`src/rtl/fetch_stage.sv`:
```
// IF stage and IF/ID register: in-order imem fetch, prefetch queue, redirect drop.
// Optional FETCH_PERF_EN adds saturating bubble/redirect/drop counters.
module fetch_stage #(
  parameter logic [31:0] RESET_PC    = 32'h0000_0000,
  parameter int          QUEUE_DEPTH = 2
) (
  input  logic        clk,
  input  logic        reset,
  input  logic        Stall_F,
  input  logic        Stall_D,
  input  logic        Flush_D,
  input  logic [1:0]  PC_Src_E,
  input  logic [31:0] PCTarget_E,
  input  logic [31:0] ALUResult_E,
  output logic        imem_req_valid,
  output logic [31:0] imem_req_addr,
  input  logic        imem_req_ready,
  input  logic        imem_rsp_valid,
  input  logic [31:0] imem_rsp_data,
  output logic [31:0] Instr_D,
  output logic [31:0] PC_D,
  output logic [31:0] PCPlus4_D,
  output logic        Valid_D
`ifdef FETCH_PERF_EN
  ,
  output logic [31:0] perf_bubble_cnt,
  output logic [31:0] perf_redirect_cnt,
  output logic [31:0] perf_drop_cnt
`endif
);
  localparam int AW = $clog2(QUEUE_DEPTH);
  localparam int CW = AW + 1;
  localparam logic [CW:0] QD = (CW + 1)'(QUEUE_DEPTH);
  localparam logic [31:0] NOP = 32'h0000_0013;

  logic [31:0]   pc_f;
  logic [31:0]   target;
  logic          redirect;
  logic          accept;
  logic          push;
  logic          pop;
  logic          room;
  logic [CW-1:0] q_cnt;
  logic [CW-1:0] outst;
  logic [CW-1:0] drop;
  logic [AW-1:0] q_rd;
  logic [AW-1:0] q_wr;
  logic [AW-1:0] a_rd;
  logic [AW-1:0] a_wr;
  logic [31:0]   q_pc  [QUEUE_DEPTH];
  logic [31:0]   q_ins [QUEUE_DEPTH];
  logic [31:0]   a_pc  [QUEUE_DEPTH];

  // PC_Src_E == 11 is reserved and behaves as sequential fetch
  always_comb begin
    redirect = 1'b0;
    target   = pc_f;
    unique case (1'b1)
      PC_Src_E == 2'b01: begin
        redirect = 1'b1;
        target   = PCTarget_E;
      end
      PC_Src_E == 2'b10: begin
        redirect = 1'b1;
        target   = {ALUResult_E[31:1], 1'b0};
      end
      default: ;
    endcase
  end

  assign room = ({1'b0, q_cnt} + {1'b0, outst}) < QD;
  assign imem_req_valid = !reset && !Stall_F && !redirect && room;
  assign imem_req_addr  = pc_f;
  assign accept = imem_req_valid && imem_req_ready;
  assign push   = imem_rsp_valid && !redirect && (drop == '0);
  assign pop    = !Flush_D && !Stall_D && (q_cnt != '0);

  // Address FIFO tracks every outstanding request, stale ones included
  always_ff @(posedge clk) begin
    if (accept)
      a_pc[a_wr] <= pc_f;
    if (push) begin
      q_pc[q_wr]  <= a_pc[a_rd];
      q_ins[q_wr] <= imem_rsp_data;
    end
  end

  always_ff @(posedge clk or posedge reset) begin
    if (reset) begin
      pc_f      <= RESET_PC;
      q_cnt     <= '0;
      outst     <= '0;
      drop      <= '0;
      q_rd      <= '0;
      q_wr      <= '0;
      a_rd      <= '0;
      a_wr      <= '0;
      Instr_D   <= NOP;
      PC_D      <= 32'h0;
      PCPlus4_D <= 32'h4;
      Valid_D   <= 1'b0;
    end else begin
      if (redirect)
        pc_f <= target;
      else if (accept)
        pc_f <= pc_f + 32'd4;
      if (accept)
        a_wr <= a_wr + AW'(1);
      if (imem_rsp_valid)
        a_rd <= a_rd + AW'(1);
      outst <= outst + CW'(accept) - CW'(imem_rsp_valid);
      if (redirect)
        drop <= outst - CW'(imem_rsp_valid);
      else if (imem_rsp_valid && drop != '0)
        drop <= drop - CW'(1);
      if (redirect) begin
        q_cnt <= '0;
        q_rd  <= '0;
        q_wr  <= '0;
      end else begin
        if (push)
          q_wr <= q_wr + AW'(1);
        if (pop)
          q_rd <= q_rd + AW'(1);
        q_cnt <= q_cnt + CW'(push) - CW'(pop);
      end
      if (Flush_D) begin
        Instr_D <= NOP;
        Valid_D <= 1'b0;
      end else if (!Stall_D) begin
        if (q_cnt != '0) begin
          Instr_D   <= q_ins[q_rd];
          PC_D      <= q_pc[q_rd];
          PCPlus4_D <= q_pc[q_rd] + 32'd4;
          Valid_D   <= 1'b1;
        end else begin
          Instr_D <= NOP;
          Valid_D <= 1'b0;
        end
      end
    end
  end

`ifdef FETCH_PERF_EN
  always_ff @(posedge clk or posedge reset) begin
    if (reset) begin
      perf_bubble_cnt   <= '0;
      perf_redirect_cnt <= '0;
      perf_drop_cnt     <= '0;
    end else begin
      if (!Stall_D && !Flush_D && q_cnt == '0 && perf_bubble_cnt != '1)
        perf_bubble_cnt <= perf_bubble_cnt + 32'd1;
      if (redirect && perf_redirect_cnt != '1)
        perf_redirect_cnt <= perf_redirect_cnt + 32'd1;
      if (imem_rsp_valid && (redirect || drop != '0) && perf_drop_cnt != '1)
        perf_drop_cnt <= perf_drop_cnt + 32'd1;
    end
  end
`endif

endmodule
```
`config.mk`:
```
export PLATFORM = sky130hd
export DESIGN_NAME = fetch_stage
export DESIGN_NICKNAME = d
export VERILOG_FILES = /design/src/rtl/fetch_stage.sv
export SDC_FILE = /design/constraint.sdc
export NUM_CORES = 1
export LEC_CHECK = 0
export ABC_AREA = 1
export CAP_MARGIN = 40
export CORE_ASPECT_RATIO = 1.2
export CORE_MARGIN = 2
export CORE_UTILIZATION = 48
export CTS_CLUSTER_SIZE = 10
export DETAILED_ROUTE_END_ITERATION = 7
export PLACE_DENSITY = 0.76
export SYNTH_ARGS = -nofsm -noshare
export SYNTH_HDL_FRONTEND = slang
export SYNTH_SLANG_ARGS = --single-unit
```
`constraint.sdc`:
```
create_clock -name clk -period 3.85 [get_ports clk]
set_input_delay 0.385 -clock clk [delete_from_list [all_inputs] [get_ports clk]]
set_output_delay 0.385 -clock clk [all_outputs]
set_load 0.1 [all_outputs]
```
==> flow_summary_export.csv <==
group,metric,value,unit
clocking,clock_sinks,329,
logic_synthesis,yosys.area.top_type,"edfxtp_1",
clocking,cts-root-buf,"clkbuf_16",
logic_synthesis,yosysTopAreaCellShare,40.71,%
sta,hold_viol_final,0,
routing,vias,11280,
routing,met2_length,19.62,mm
sta,relSlewSlack,45.45,%
sta,max_freq,376.2,MHz
routing,dr.pass1.iters,5,
logic_synthesis,synth-seq-cells,329,
power_and_ir_drop,p_leak,8.333,nW
routing,wl_per_cell,17.69,um
logic_synthesis,syn_area,0.01416,sq mm
global_routing,grt_max_degree,138,
sta,finClkSkew,19.87,ps
logic_synthesis,synthCells,1356,
clocking,clockBufferDepth,3,
clocking,cts.htree.levels,2,
placement,place_congestion,0.9260,
logic_synthesis,syn_area_per_cell,10.45,sq um
placement,place_ws,953.7,ps
final_layout,drive_gt1_share,14.82,%
floorplanning,initial_core_util,48.96,%
sta,setup_violations,0,
clocking,cts_buffers,39,
global_routing,grt_pass1_vias,11460,
logic_synthesis,seq_area_frac_synth,64.95,%
placement,place_area,0.01940,sq mm
worst_setup_path,crit_required,4240,ps
clocking,cts_hold_buf,0,
worst_setup_path,cp_max_fo,34,
logic_synthesis,synthTopCellsByArea,"edfxtp_1, dfrtp_1, nand2_1, nor2_1, o21ai_0",
worst_setup_path,cp_cell_sequence,"inv_2 > nand2_1 > nand2_1 > ha_1 > nand2_1 > nor2_2 > nand2_1 > nor2_1 > nand2_1 > nand2_1 > nand3_1",
floorplanning,core,0.02893,sq mm
final_layout,area_growth,45.03,%
worst_hold_path,hold_class,"input port to flip-flop",
worst_setup_path,end_kind,"flip-flop",
floorplanning,die-area,0.03090,sq mm
sta,fin_crit,2658,ps
placement,hpwl,25.54,mm
logic_synthesis,ys.warnings.count,0,
global_routing,globalRouteOverflowTotal,0,
routing,routed_via_density,5.271,
clocking,clkLatencyLatePin,520,ps
worst_setup_path,path_common_cell,"nand2_1",
sta,worst_hold_slack,450.8,ps
global_routing,grtUsageTotal,24.53,%
placement,io_buffers,233,
routing,wl_met3,1.850,mm
sta,tightest_slew,818.2,ps
worst_setup_path,cpLargestDelayFamily,"simple AND/OR/NAND/NOR gates",
sta,finalSetupTns,0,ps
clocking,postCtsSetupBuffers,0,
worst_setup_path,cp_slowest_cell,"dfrtp_2",
clocking,clkSlewWorstSetupHoldPaths,50,ps
worst_setup_path,cp_slowest_stage_delay,630,ps
sta,period_share,69.05,%
final_layout,fin_nets,1839,
routing,drc,0,
worst_setup_path,crit_type,"flip-flop to flip-flop",
sta,final-max-slew-violation-count,0,
worst_setup_path,start_kind,"flip-flop",
power_and_ir_drop,peakVddDrop,0.6618,mV
power_and_ir_drop,power_per_cell_area,813.1,mW/mm^2
global_routing,antenna_found_initial,1,
run_status,outcome,"finished, final reports clean",
floorplanning,die_w,160.8,um
worst_setup_path,cp.arrival,3050,ps
routing,drt-met1-wl,15.20,mm
worst_setup_path,worst-path-buf-inv,1,
clocking,cts_resized,0,
routing,ant_nets,0,
routing,wl,37.86,mm
floorplanning,die_h,192.2,um
global_routing,grt_pass1_wl,59.97,mm
routing,highest_layer,"met4",
final_layout,fin_area,0.02054,sq mm
logic_synthesis,synth_nets,1471,
sta,fin_ws,1192,ps
clocking,cts_tree,"yes",
logic_synthesis,yosys.cell_types.count,39,
routing,drtIter0Drc,821,
flow_run,drv_cap,0,
floorplanning,num_rows,68,
floorplanning,ioPinCount,235,
sta,rsz0062_at_grt,"false",
## kinds of logic after synthesis
logic type,Yosys count,synth area share [%]
flip-flops,329,64.95
buffers and inverters,138,3.913
XOR/XNOR,12,0.7420
AO/OA/AOI/OAI,161,6.316
multiplexers,61,4.594
AND/OR/NAND/NOR,645,18.55
adder cells (fa/ha/maj),10,0.9364
## path summary, 6_finish.rpt
kind	startpoint	slack, ps	end	cells after the start
min in group asynchronous	reset	460	imem_req_addr[1]	3
max	q_rd	1190	PCPlus4_D[24]	11
max in group asynchronous	reset	2720	q_rd	3
max reg2reg	q_rd	1190	PCPlus4_D[24]	11
min	imem_rsp_data[21]	450	q_ins[0][21]	1
min reg2reg	a_rd	470	a_rd	1
## cell usage after synthesis (all sizes together)
library cell	n
nand2	356
edfxtp	192
nor2	187
dfrtp	133
o21ai	91
inv	82
nand3	76
clkbuf	33
mux2	32
a21oi	31
mux2i	29
buf	23
nand4	15
o211ai	12
xor2	11
ha	9
a22oi	8
a31oi	6
nor3	6
dfstp	4
o21bai	4
o21a	3
o22ai	3
and2	2
o221ai	2
a21boi	1
and3	1
fa	1
nand3b	1
or2	1
xnor2	1
## worst register-to-register path: stages (launching register included)
cell and delay, ps:
dfrtp_2 630, inv_2 410, nand2_1 120, nand2_1 140, ha_1 190, nand2_1 90
nor2_2 240, nand2_1 150, nor2_1 320, nand2_1 100, nand2_1 70, nand3_1 80
## layout by cell type, fill, tap and decap left out, types with 3 or more instances in the layout
| cell | instances |
|---|---|
| nand2_1 | 355 |
| clkdlybuf4s50_1 | 232 |
| edfxtp_1 | 192 |
| nor2_1 | 172 |
| dfrtp_1 | 132 |
| buf_8 | 93 |
| o21ai_0 | 86 |
| nand3_1 | 76 |
| inv_1 | 74 |
| clkbuf_16 | 40 |
| buf_16 | 37 |
| mux2_2 | 32 |
| a21oi_1 | 31 |
| mux2i_1 | 29 |
| clkbuf_1 | 27 |
| buf_4 | 16 |
| nand4_1 | 15 |
| o211ai_1 | 12 |
| xor2_1 | 11 |
| nor2_2 | 9 |
| ha_1 | 9 |
| a22oi_1 | 8 |
| inv_2 | 7 |
| a31oi_1 | 6 |
| nor2_4 | 6 |
| nor3_1 | 5 |
| buf_12 | 5 |
| dfstp_2 | 4 |
| o21ai_1 | 4 |
| o21bai_1 | 4 |
| o21a_1 | 3 |
| o22ai_1 | 3 |
## sequential cells by signal (all words and copies together), names as in the netlist
register       cells
imem_req_addr     32
PC_D              32
PCPlus4_D         30
a_rd               1
Instr_D           32
q_pc              64
a_pc              64
q_cnt              2
q_wr               1
a_wr               1
Valid_D            1
drop               2
q_ins             64
q_rd               1
outst              2
## per-layer routing
metal	track usage [%]	vias up
met3	3.088	91
met2	44.60	413
met5	0	-
met4	8.379	0
li1	-	5318
met1	30.39	5457
## per-stage QoR
step	total power, mW	util (%)	instances
floorplan	9.744	-	1356
global placement	11.28	58.64	1937
detailed placement	13.39	67.05	2068
CTS	16.79	71.00	2139
global route	17.29	71.01	2140
finish	16.70	71.01	2140
## report_power, final
group	switching, mW	internal, mW	total (mW)
clock network	1.37	1.95	3.32
logic	5.29	3.03	8.33
registers	0.548	4.51	5.06
## layout make-up
type,instances,area (sq um)
Sequential cell,329,9200
Fill cell,1879,8387
Timing Repair Buffer,383,4957
Multi-Input combinational cell,889,4447
Clock buffer,67,1102
Tap cell,385,481.7
Inverter,82,311.5
Clock inverter,4,38.79
Antenna cell,1,2.502
Note: power is estimated with default switching activity, not from simulation.
